===== src/rtl/io_uart_pkg.sv =====
// ---------------------------------------------------------------------------
// io_uart_pkg
// Shared definitions for the memory-mapped UART: register offsets decoded
// from mem_addr[4:3], STATUS bit positions, serial FSM state encodings, and a
// helper that computes the start-bit re-check delay.
// ---------------------------------------------------------------------------
package io_uart_pkg;

    // Register select values (mem_addr[4:3])
    localparam logic [1:0] REG_TXDATA  = 2'd0;
    localparam logic [1:0] REG_RXDATA  = 2'd1;
    localparam logic [1:0] REG_STATUS  = 2'd2;
    localparam logic [1:0] REG_BAUDDIV = 2'd3;

    // STATUS register bit positions
    localparam int STAT_TX_FULL   = 0;
    localparam int STAT_TX_EMPTY  = 1;
    localparam int STAT_RX_EMPTY  = 2;
    localparam int STAT_RX_FULL   = 3;
    localparam int STAT_OVERRUN   = 4;
    localparam int STAT_FRAME_ERR = 5;
    localparam int STAT_TX_BUSY   = 6;
    localparam int STAT_W         = 7;

    // Serial FSM states, shared by the TX and RX engines
    localparam logic [1:0] ST_IDLE  = 2'd0;
    localparam logic [1:0] ST_START = 2'd1;
    localparam logic [1:0] ST_DATA  = 2'd2;
    localparam logic [1:0] ST_STOP  = 2'd3;

    // Counter preload so the start bit is re-checked (div+1)/2 clocks after
    // the falling edge is seen; one clock is already spent entering START.
    function automatic logic [15:0] half_bit(input logic [15:0] div);
        logic [16:0] h;
        h = ({1'b0, div} + 17'd1) >> 1;
        return (h == 17'd0) ? 16'd0 : 16'(h - 17'd1);
    endfunction

endpackage


===== src/rtl/io_uart_fifo.sv =====
// ---------------------------------------------------------------------------
// sync_fifo
// Single-clock first-word-fall-through FIFO. Pointers carry one extra bit so
// full and empty are distinguished without a separate counter.
//   push_i/din_i  : write request and data (ignored when full unless popping)
//   pop_i         : read request (ignored when empty)
//   dout_o        : head entry, valid whenever empty_o is low
//   full_o/empty_o: occupancy flags
// DEPTH must be a power of two, minimum 2.
// ---------------------------------------------------------------------------
module sync_fifo #(
    parameter int WIDTH = 8,
    parameter int DEPTH = 16
) (
    input  logic             clk,
    input  logic             rst_n,
    input  logic             push_i,
    input  logic             pop_i,
    input  logic [WIDTH-1:0] din_i,
    output logic [WIDTH-1:0] dout_o,
    output logic             full_o,
    output logic             empty_o
);

    localparam int AW = $clog2(DEPTH);

    logic [AW:0]      wr_ptr_q, rd_ptr_q;
    logic [WIDTH-1:0] mem_q [DEPTH];
    logic             do_push, do_pop;

    assign empty_o = (wr_ptr_q == rd_ptr_q);
    assign full_o  = (wr_ptr_q[AW] != rd_ptr_q[AW]) &&
                     (wr_ptr_q[AW-1:0] == rd_ptr_q[AW-1:0]);

    // A pop on empty is dropped; a push on full only lands if a pop frees
    // the slot in the same cycle.
    assign do_pop  = pop_i & ~empty_o;
    assign do_push = push_i & (~full_o | do_pop);

    assign dout_o = mem_q[rd_ptr_q[AW-1:0]];

    // NOTE: sequential state uses non-blocking assignments so every flop
    // samples pre-edge values regardless of statement order.
    always_ff @(posedge clk or negedge rst_n) begin
        if (!rst_n) begin
            wr_ptr_q <= '0;
            rd_ptr_q <= '0;
        end else begin
            if (do_push) wr_ptr_q <= wr_ptr_q + (AW+1)'(1);
            if (do_pop)  rd_ptr_q <= rd_ptr_q + (AW+1)'(1);
        end
    end

    // NOTE: the storage array has no reset; the pointers alone define which
    // entries are valid, and leaving it unreset lets it map to plain RAM.
    always_ff @(posedge clk) begin
        if (do_push) mem_q[wr_ptr_q[AW-1:0]] <= din_i;
    end

endmodule


===== src/rtl/io_uart.sv =====
// ---------------------------------------------------------------------------
// io_uart
// Memory-mapped 8N1 UART on the CPU external data bus, with TX/RX byte FIFOs.
//   clk, rst_n        : system clock, asynchronous active-low reset
//   io_sel            : access targets IO space
//   mem_addr/mem_dout : byte address and write data from the CPU
//   mem_dout_write    : one-cycle write strobe
//   io_rstrobe        : one-cycle read strobe
//   mem_din           : registered read data
//   mem_din_ready     : one-cycle completion pulse, one clock after a hit
//   uart_rx/uart_tx   : serial line (rx asynchronous, tx idle high)
// Registers (mem_addr[4:3]): TXDATA, RXDATA, STATUS, BAUDDIV.
// ---------------------------------------------------------------------------
module io_uart
    import io_uart_pkg::*;
#(
    parameter logic [63:0] BASE_ADDR   = 64'hFFFF_FFFF_FFFF_FF00,
    parameter int          FIFO_DEPTH  = 16,
    parameter logic [15:0] DEFAULT_DIV = 16'd433
) (
    input  logic        clk,
    input  logic        rst_n,
    input  logic        io_sel,
    input  logic [63:0] mem_addr,
    input  logic [63:0] mem_dout,
    input  logic        mem_dout_write,
    input  logic        io_rstrobe,
    output logic [63:0] mem_din,
    output logic        mem_din_ready,
    input  logic        uart_rx,
    output logic        uart_tx
);

    // ---------------- bus decode ----------------
    logic       hit, wr_en, rd_en;
    logic [1:0] reg_sel;

    assign hit     = io_sel & (mem_addr[63:5] == BASE_ADDR[63:5]);
    assign reg_sel = mem_addr[4:3];
    assign wr_en   = hit & mem_dout_write;
    assign rd_en   = hit & io_rstrobe & ~mem_dout_write;   // write wins

    logic unused_bits;
    assign unused_bits = ^{mem_addr[2:0], mem_dout[63:16]};

    // ---------------- FIFOs ----------------
    logic       tx_push, tx_pop, tx_full, tx_empty;
    logic [7:0] tx_dout;
    logic       rx_push, rx_pop, rx_full, rx_empty;
    logic [7:0] rx_dout, rx_shift_q, rx_shift_d;

    assign tx_push = wr_en & (reg_sel == REG_TXDATA);
    assign rx_pop  = rd_en & (reg_sel == REG_RXDATA) & ~rx_empty;

    sync_fifo #(.WIDTH(8), .DEPTH(FIFO_DEPTH)) u_tx_fifo (
        .clk     (clk),
        .rst_n   (rst_n),
        .push_i  (tx_push),
        .pop_i   (tx_pop),
        .din_i   (mem_dout[7:0]),
        .dout_o  (tx_dout),
        .full_o  (tx_full),
        .empty_o (tx_empty)
    );

    sync_fifo #(.WIDTH(8), .DEPTH(FIFO_DEPTH)) u_rx_fifo (
        .clk     (clk),
        .rst_n   (rst_n),
        .push_i  (rx_push),
        .pop_i   (rx_pop),
        .din_i   (rx_shift_d),
        .dout_o  (rx_dout),
        .full_o  (rx_full),
        .empty_o (rx_empty)
    );

    // ---------------- register file / bus response ----------------
    logic [63:0] din_q, din_d, rdata;
    logic        ready_q, ready_d;
    logic [15:0] baud_q, baud_d;
    logic        overrun_q, overrun_d, frame_err_q, frame_err_d;
    logic        overrun_set, frame_err_set;
    logic [1:0]  tx_state_q, tx_state_d;
    logic [STAT_W-1:0] status;

    assign status[STAT_TX_FULL]   = tx_full;
    assign status[STAT_TX_EMPTY]  = tx_empty;
    assign status[STAT_RX_EMPTY]  = rx_empty;
    assign status[STAT_RX_FULL]   = rx_full;
    assign status[STAT_OVERRUN]   = overrun_q;
    assign status[STAT_FRAME_ERR] = frame_err_q;
    assign status[STAT_TX_BUSY]   = (tx_state_q != ST_IDLE);

    // NOTE: every variable driven here gets a default first, so no path can
    // leave it unassigned and infer a latch.
    always_comb begin
        rdata       = '0;
        din_d       = din_q;
        ready_d     = 1'b0;
        baud_d      = baud_q;
        overrun_d   = overrun_q;
        frame_err_d = frame_err_q;

        case (reg_sel)
            REG_RXDATA:  if (!rx_empty) rdata = {55'd0, 1'b1, rx_dout};
            REG_STATUS:  rdata = {{(64-STAT_W){1'b0}}, status};
            REG_BAUDDIV: rdata = {48'd0, baud_q};
            default:     rdata = '0;
        endcase

        if (wr_en) begin
            ready_d = 1'b1;
            din_d   = '0;
            if (reg_sel == REG_BAUDDIV) baud_d = mem_dout[15:0];
            if (reg_sel == REG_STATUS) begin
                if (mem_dout[STAT_OVERRUN])   overrun_d   = 1'b0;
                if (mem_dout[STAT_FRAME_ERR]) frame_err_d = 1'b0;
            end
        end else if (rd_en) begin
            ready_d = 1'b1;
            din_d   = rdata;
        end

        // A new error in the same cycle as a clear is kept.
        if (overrun_set)   overrun_d   = 1'b1;
        if (frame_err_set) frame_err_d = 1'b1;
    end

    always_ff @(posedge clk or negedge rst_n) begin
        if (!rst_n) begin
            din_q       <= '0;
            ready_q     <= 1'b0;
            baud_q      <= DEFAULT_DIV;
            overrun_q   <= 1'b0;
            frame_err_q <= 1'b0;
        end else begin
            din_q       <= din_d;
            ready_q     <= ready_d;
            baud_q      <= baud_d;
            overrun_q   <= overrun_d;
            frame_err_q <= frame_err_d;
        end
    end

    assign mem_din       = din_q;
    assign mem_din_ready = ready_q;

    // ---------------- TX engine ----------------
    // The bit counter is reloaded from baud_q only at bit boundaries, so a
    // BAUDDIV write mid-frame changes the length of the next bit onward.
    logic [15:0] tx_cnt_q, tx_cnt_d;
    logic [7:0]  tx_shift_q, tx_shift_d;
    logic [2:0]  tx_bit_q, tx_bit_d;
    logic        tx_line_q, tx_line_d;

    always_comb begin
        tx_state_d = tx_state_q;
        tx_cnt_d   = tx_cnt_q;
        tx_shift_d = tx_shift_q;
        tx_bit_d   = tx_bit_q;
        tx_line_d  = tx_line_q;
        tx_pop     = 1'b0;

        case (tx_state_q)
            ST_IDLE: begin
                tx_line_d = 1'b1;
                if (!tx_empty) begin
                    tx_pop     = 1'b1;
                    tx_shift_d = tx_dout;
                    tx_cnt_d   = baud_q;
                    tx_line_d  = 1'b0;
                    tx_state_d = ST_START;
                end
            end
            ST_START: begin
                if (tx_cnt_q == 16'd0) begin
                    tx_cnt_d   = baud_q;
                    tx_bit_d   = 3'd0;
                    tx_line_d  = tx_shift_q[0];
                    tx_state_d = ST_DATA;
                end else begin
                    tx_cnt_d = tx_cnt_q - 16'd1;
                end
            end
            ST_DATA: begin
                if (tx_cnt_q == 16'd0) begin
                    tx_cnt_d = baud_q;
                    if (tx_bit_q == 3'd7) begin
                        tx_line_d  = 1'b1;
                        tx_state_d = ST_STOP;
                    end else begin
                        tx_bit_d   = tx_bit_q + 3'd1;
                        tx_shift_d = tx_shift_q >> 1;
                        tx_line_d  = tx_shift_q[1];
                    end
                end else begin
                    tx_cnt_d = tx_cnt_q - 16'd1;
                end
            end
            default: begin // ST_STOP
                if (tx_cnt_q == 16'd0) begin
                    // Chain straight into the next start bit when more data
                    // is queued, so back-to-back bytes have no idle gap.
                    if (!tx_empty) begin
                        tx_pop     = 1'b1;
                        tx_shift_d = tx_dout;
                        tx_cnt_d   = baud_q;
                        tx_line_d  = 1'b0;
                        tx_state_d = ST_START;
                    end else begin
                        tx_state_d = ST_IDLE;
                    end
                end else begin
                    tx_cnt_d = tx_cnt_q - 16'd1;
                end
            end
        endcase
    end

    always_ff @(posedge clk or negedge rst_n) begin
        if (!rst_n) begin
            tx_state_q <= ST_IDLE;
            tx_cnt_q   <= '0;
            tx_shift_q <= '0;
            tx_bit_q   <= '0;
            tx_line_q  <= 1'b1;
        end else begin
            tx_state_q <= tx_state_d;
            tx_cnt_q   <= tx_cnt_d;
            tx_shift_q <= tx_shift_d;
            tx_bit_q   <= tx_bit_d;
            tx_line_q  <= tx_line_d;
        end
    end

    assign uart_tx = tx_line_q;

    // ---------------- RX engine ----------------
    logic        rx_meta_q, rx_sync_q, rx_prev_q;
    logic [1:0]  rx_state_q, rx_state_d;
    logic [15:0] rx_cnt_q, rx_cnt_d;
    logic [2:0]  rx_bit_q, rx_bit_d;
    logic        rx_fall;

    assign rx_fall = rx_prev_q & ~rx_sync_q;

    always_comb begin
        rx_state_d    = rx_state_q;
        rx_cnt_d      = rx_cnt_q;
        rx_bit_d      = rx_bit_q;
        rx_shift_d    = rx_shift_q;
        rx_push       = 1'b0;
        overrun_set   = 1'b0;
        frame_err_set = 1'b0;

        case (rx_state_q)
            ST_IDLE: begin
                if (rx_fall) begin
                    rx_cnt_d   = half_bit(baud_q);
                    rx_state_d = ST_START;
                end
            end
            ST_START: begin
                if (rx_cnt_q == 16'd0) begin
                    if (rx_sync_q) begin
                        rx_state_d = ST_IDLE;          // glitch, not a start bit
                    end else begin
                        rx_cnt_d   = baud_q;
                        rx_bit_d   = 3'd0;
                        rx_state_d = ST_DATA;
                    end
                end else begin
                    rx_cnt_d = rx_cnt_q - 16'd1;
                end
            end
            ST_DATA: begin
                if (rx_cnt_q == 16'd0) begin
                    rx_shift_d = {rx_sync_q, rx_shift_q[7:1]};   // LSB first
                    rx_cnt_d   = baud_q;
                    if (rx_bit_q == 3'd7) rx_state_d = ST_STOP;
                    else                  rx_bit_d   = rx_bit_q + 3'd1;
                end else begin
                    rx_cnt_d = rx_cnt_q - 16'd1;
                end
            end
            default: begin // ST_STOP
                if (rx_cnt_q == 16'd0) begin
                    rx_state_d = ST_IDLE;
                    if (!rx_sync_q)              frame_err_set = 1'b1;
                    else if (rx_full && !rx_pop) overrun_set   = 1'b1;
                    else                         rx_push       = 1'b1;
                end else begin
                    rx_cnt_d = rx_cnt_q - 16'd1;
                end
            end
        endcase
    end

    always_ff @(posedge clk or negedge rst_n) begin
        if (!rst_n) begin
            rx_meta_q  <= 1'b1;
            rx_sync_q  <= 1'b1;
            rx_prev_q  <= 1'b1;
            rx_state_q <= ST_IDLE;
            rx_cnt_q   <= '0;
            rx_bit_q   <= '0;
            rx_shift_q <= '0;
        end else begin
            rx_meta_q  <= uart_rx;
            rx_sync_q  <= rx_meta_q;
            rx_prev_q  <= rx_sync_q;
            rx_state_q <= rx_state_d;
            rx_cnt_q   <= rx_cnt_d;
            rx_bit_q   <= rx_bit_d;
            rx_shift_q <= rx_shift_d;
        end
    end

endmodule


===== config.mk =====
export PLATFORM = sky130hd
export DESIGN_NAME = io_uart
export DESIGN_NICKNAME = d
export VERILOG_FILES = /design/src/rtl/io_uart_pkg.sv /design/src/rtl/io_uart_fifo.sv /design/src/rtl/io_uart.sv
export SDC_FILE = /design/constraint.sdc
export NUM_CORES = 1
export LEC_CHECK = 0
export CORE_AREA = 3 3 203 205
export DETAILED_ROUTE_END_ITERATION = 12
export DIE_AREA = 0 0 206 208
export DONT_BUFFER_PORTS = 1
export PLACE_DENSITY = 0.68
export SYNTH_ARGS = -nofsm -noshare
export SYNTH_HDL_FRONTEND = slang
export SYNTH_SLANG_ARGS = --single-unit

===== constraint.sdc =====
create_clock -name clk -period 4.21 [get_ports clk]
set_input_delay 0.2105 -clock clk [delete_from_list [all_inputs] [get_ports clk]]
set_output_delay 0.2105 -clock clk [all_outputs]
set_load 0.05 [all_outputs]

After elaboration in Yosys (flattened, before gate mapping)
Memory sizes are Yosys's and may differ from the RTL's.
Cells that the tools add are included.
{ "classes": {"bitwise": 21, "n_eq_ne": 30, "add_sub_neg": 10, "n_reduce_logical": 34, "n_mux": 80} }
{ "ops": {"columns": ["op", "count"], "rows": [
  ["$mux 16", 9],
  ["$mux 64", 2],
  ["$pmux 16 s3", 2],
  ["$eq 59x59->1 const B", 1],
  ["$mux 8", 6],
  ["$sub 16x1->16 const B", 3],
  ["$mux 1", 34],
  ["$logic_not 16->1", 2],
  ["$pmux 16 s2", 1],
  ["$pmux 8 s3", 1],
  ["$reduce_bool 2->1", 12],
  ["$mux 2", 11],
  ["$ne 2x2->1 const B", 11],
  ["$mux 3", 7],
  ["$add 5x1->5 const B", 4],
  ["$add 16x1->17 const B", 1],
  ["$logic_not 17->1", 1],
  ["$reduce_and 5->1", 3],
  ["$and 1x1->1", 12],
  ["$pmux 2 s3", 2],
  ["$pmux 3 s2", 2],
  ["$reduce_and 4->1", 3],
  ["$eq 5x5->1", 2],
  ["$mux 9", 1],
  ["other kinds (19)", 42]
]} }
{ "word_totals": {"input_bits": 134, "elab_cells": 198, "reg_bits": 165, "n_memories": 2, "mem_bits_rw": 256} }
{ "memory_table": {"columns": ["memory", "depth", "word_bits", "rd", "rd_clocked_by_memory_dff", "write_ports", "line", "source"], "rows": [
  ["u_rx_fifo.mem_q", 16, 8, 1, 0, 1, "io_uart_fifo.sv:28", "logic [WIDTH-1:0] mem_q [DEPTH];"],
  ["u_tx_fifo.mem_q", 16, 8, 1, 0, 1, "io_uart_fifo.sv:28", null]
]} }

Longest topological paths before layout
{ "depth": {"word_depth": 15, "ltp_mapped": 11, "mapped_depth_nobuf": 9} }

Hierarchy
Synthesis repeated with hierarchy kept, for this count alone.
{ "hier_totals": {"hier_cells": 1347, "area_unflattened_um2": 18022.3} }
{ "by_module_without_submodules": {"columns": ["module", "area_each_um2", "cells_each", "n_inst"], "rows": [
  ["io_uart", 6977.9, 809, 1],
  ["sync_fifo (u_tx_fifo)", 5527.8, 269, 1],
  ["sync_fifo (u_rx_fifo)", 5516.5, 269, 1]
]} }

Worst setup path before layout
OpenSTA, ideal clock, no wires.
{ "synth_path": {"path_kind": "reg-to-reg", "start": "register rx_cnt_q[0]", "end": "memory u_rx_fifo.mem_q[0][0], enable pin", "setup_time_ps": 383, "slack_ps": 986, "t_arrival_ps": 2841, "stages_incl_launch_ff": 12, "n_path_buf": 2, "cell_sequence": "dfrtp_1 > inv_1 > ha_1 > or3b_1 > nor3_2 > and3b_1 > clkbuf_2 > and3_1 > and2_1 > buf_2 > nand2_1 > nor3_1"} }
{ "synth_between": {"elab_chain_cells": 6} }
{ "synth_rtl": {"columns": ["element", "line", "source"], "rows": [
  ["start: declaration", "io_uart.sv:241", "logic [15:0] rx_cnt_q, rx_cnt_d;"],
  ["start signal: assignment", "io_uart.sv:313", "rx_cnt_q <= rx_cnt_d;"],
  ["$logic_not 16->1", "io_uart.sv:287", "if (rx_cnt_q == 16'd0) begin"],
  ["$mux 1", "io_uart.sv:287", null],
  ["$mux 1", "io_uart.sv:256", "case (rx_state_q)"],
  ["$and 1x1->1", "io_uart_fifo.sv:38", "assign do_push = push_i & (~full_o | do_pop);"],
  ["$mux 1", "io_uart_fifo.sv:57", "if (do_push) mem_q[wr_ptr_q[AW-1:0]] <= din_i;"],
  ["$mux 1 (not written as such)", "io_uart_fifo.sv:57", null],
  ["end: declaration", "io_uart_fifo.sv:28", null]
]} }
No other way between the ends.

Final worst setup path
{ "layout_path": {"start": "register rx_cnt_q[0]", "end": "memory u_rx_fifo.mem_q[7][4], enable pin"} }
Same word-level chain as after synthesis.

==> key figures <==
STA
  • Setup TNS: 0 ns
  • Final Worst Setup Slack: 0.742 ns
  • Period minus WS final: 3.47 ns
  • Slew @ Worst Pin: roughly 1.2 ns
  • Final setup vio count: 0
  • Hold slack final: 0.0151 ns
  • Final hold violation count: 0
  • Final Cycle Share: 82.4%
  • Maximum clock frequency: 0.288 GHz
  • RSZ-0062 raised after global routing: no
  • Layout Skew: 0.0167 ns
  • Final slew viol count: 0
  • Relative slew slack: 21.3%

Synth
  • Post-Syn Area: 17700 um2
  • Post-synth ARST share: 31.4%
  • Ys Warns: 0
  • Post-synth EDFFs: 256
  • Share of the synthesized area in the top cell type: 43.3%
  • Main flop type after synthesis: edfxtp_1
  • Gate count after technology mapping: 1303
  • Sequential share of the synthesized area: 59.9%
  • Avg Cell Area, Syn: about 14 um2
  • Distinct cells, synth: 80
  • Synth area leaders: edfxtp_1 (43%), dfrtp_1 (15%), mux4_2 (8.2%), mux2_2 (3.0%), xnor2_1 (2.4%)
  • Synth area leader: edfxtp_1
  • Seq cells post-synth: about 370

Floorplan
  • Die area: around 43000 um2
  • Num rows: 73
  • Chip Height: 208 um
  • Ports: 200
  • Core area: just under 40000 um2
  • Initial core utilization: around 45%
  • Die X: 206 um

Final layout
  • Antenna diodes: 0
  • Layout net count: about 1500
  • Area Overhead vs Synth: 11.7%
  • Commonest non-fill, non-tap cell in the layout: edfxtp_1
  • Fraction of layout cells with a size suffix above 1: 18.3%
  • Fin area: between 15000 and 20000 um2
  • Most frequent cells in the layout: edfxtp_1 (256), dfrtp_1 (106), nand2_1 (87)

Global route
  • GRT Max-Usage Layer: met2
  • Met3 usage: ~3.3%
  • Gr ovfl total: 0
  • Largest net degree at the start of global routing: 118
  • Vias in the first global route: 10848
  • Initial antenna violation count: 0
  • Met1 Track Usage GR: 25.5%
  • Grt met2 use: 30.4%
  • Total global-route track usage: 18.5%
  • First-pass GRT wire length: 62.1 mm

Placed design
  • Gpl congestion: about 0.86
  • Pre-CTS setup slack: 0.793 ns
  • Detail Placement HPWL: 26.7 mm
  • Area post-placement: approximately 18000 um2
  • PortBufs: 0

Detailed routing
  • First-pass DRT Iterations: 5
  • DRC: 0
  • Vias per cell: 5.74
  • Total number of vias: 10903
  • Remaining antenna violation count: 0
  • Final WL: between 30 and 40 mm
  • Iteration-0 DRC Markers: just over 900
  • Wire length per cell: 20.9 um

Min path
  • Hold Path Class: input port to register

Clock tree
  • H-tree Lvls: 2
  • Root buffer cell: clkbuf_16
  • CTS Buffer Depth: 3
  • Cts bufs inserted: 39
  • Clock latency on the worst-skew pair: roughly 0.54 ns
  • Clock Sinks: between 300 and 400
  • TritonCTS clock tree: built
  • Clock slew at reported path FFs: 0.06 ns

Setup path
  • Crit start category: register
  • Crit end category: register
  • Kind of critical path: register to register
  • CP Max Fanout: 8
  • Crit path DAT: around 3.6 ns
  • WP data required: 4.38 ns

Status
  • Status: finished clean

Flow run
  • Max-Cap Viols: 0

Power and ir drop
  • Power per cell area: 434 nW/um2
  • Leakage: 7.04 nW
  • Worst VDD drop: 0.339 mV
worst paths after layout:
check                                   startpoint  slack [ns]                                 to  cells past startpoint
max                        rx_cnt_q[0]$_DFFE_PN0P_        0.74    u_rx_fifo.mem_q[7][4]$_DFFE_PP_                      8
min                                 mem_dout_write        0.02  u_tx_fifo.wr_ptr_q[0]$_DFFE_PN0P_                      3
max reg2reg                rx_cnt_q[0]$_DFFE_PN0P_        0.74    u_rx_fifo.mem_q[7][4]$_DFFE_PP_                      8
min reg2reg                    rx_meta_q$_DFF_PN1_        0.35                rx_sync_q$_DFF_PN1_                      0
max in group asynchronous                    rst_n        3.35  u_rx_fifo.rd_ptr_q[0]$_DFFE_PN0P_                      2
min in group asynchronous                    rst_n        0.32          tx_shift_q[7]$_DFFE_PN0P_                      2
metrics by stage:
step / utilization (%) / instances / total power, W
global placement: 46.1 / 1802 / 0.00507
CTS: 50.0 / 1898 / 0.00864
global route: 50.0 / 1898 / 0.00892
finish: 50.0 / 1898 / 0.00859
floorplan: - / 1350 / 0.00493
detailed placement: 46.1 / 1802 / 0.00511
cell usage after synthesis, types with 4 or more instances:
| master | n |
|---|---|
| a31oi_1 | 8 |
| inv_1 | 28 |
| buf_4 | 49 |
| mux2_2 | 47 |
| mux2i_1 | 19 |
| nand3_1 | 23 |
| buf_2 | 20 |
| dfstp_2 | 9 |
| and3_1 | 7 |
| nand4b_1 | 4 |
| ha_1 | 26 |
| buf_1 | 5 |
| mux4_2 | 65 |
| or4_1 | 5 |
| a22oi_1 | 14 |
| nand3b_1 | 4 |
| clkbuf_1 | 40 |
| nand2_1 | 87 |
| or2_2 | 6 |
| a221o_1 | 5 |
| o22ai_1 | 5 |
| dfrtp_1 | 108 |
| nor2_1 | 74 |
| and2_1 | 5 |
| nor2b_1 | 11 |
| o21ai_0 | 74 |
| o211ai_1 | 8 |
| a22o_1 | 9 |
| edfxtp_1 | 256 |
| nand2b_1 | 12 |
| xor2_1 | 14 |
| a21boi_0 | 4 |
| or3_1 | 7 |
| nor4_1 | 13 |
| a221oi_1 | 8 |
| a21oi_1 | 48 |
| o31ai_1 | 10 |
| nor3_1 | 23 |
| nand4_1 | 35 |
| xnor2_1 | 48 |
state kept, by name, summed over array words and instances (netlist names), 5 cells and up:
register,cells
mem_din,16
u_tx_fifo.mem_q,128
rx_cnt_q,16
u_tx_fifo.wr_ptr_q,5
u_rx_fifo.mem_q,128
tx_cnt_q,16
u_rx_fifo.rd_ptr_q,5
u_rx_fifo.wr_ptr_q,5
tx_shift_q,8
baud_q,16
u_tx_fifo.rd_ptr_q,5
rx_shift_q,8
power by group:
part,internal [W],switching (W),total (W)
Clock,0.00207,0.00140,0.00347
Sequential,0.00398,0.000101,0.00408
Combinational,0.000354,0.000689,0.00104
per-layer routing:
metal,share of wire (%),vias up
met5,0,-
met4,2.3,0
met3,5.5,76
met2,49,314
met1,43,5553
li1,-,4960
worst max-delay path, cell delays in order (launching register included):
cell     delay (ns)
dfrtp_1        0.43
inv_1          0.08
ha_1           0.22
or3b_1         0.50
nor3_2         0.40
and3b_1        0.38
and3_1         0.21
nand3_1        0.23
nor2_1         0.64
layout make-up:
type,count,area [um2]
fillers,3338,19800
flip-flops and latches,373,10600
multi-input cells,833,6550
clock buffers,46,1030
well taps,525,657
repair buffers,66,573
clock inverters,26,265
inverters,29,109
cell families (layout without fill, tap and decap cells):
logic type	count (synthesis)	after routing	share of synthesized area (%)
flip-flops	373	373	59.9
AND/OR/NAND/NOR	338	338	10.1
AO/OA/AOI/OAI	227	227	8.49
buffers and inverters	144	167	4.23
multiplexers	131	131	12.3
XOR/XNOR	63	63	3.15
adder cells (fa/ha/maj)	26	26	1.83
other	1	48	0.0211
what timing repair did:
action / CTS / global route
buffers inserted: 0 / 0
endpoints found under the hold margin: 275 / 0
gates resized for setup: 0 / 0
hold buffers: 24 / 0
No activity file was read; power rests on OpenSTA's default activity.
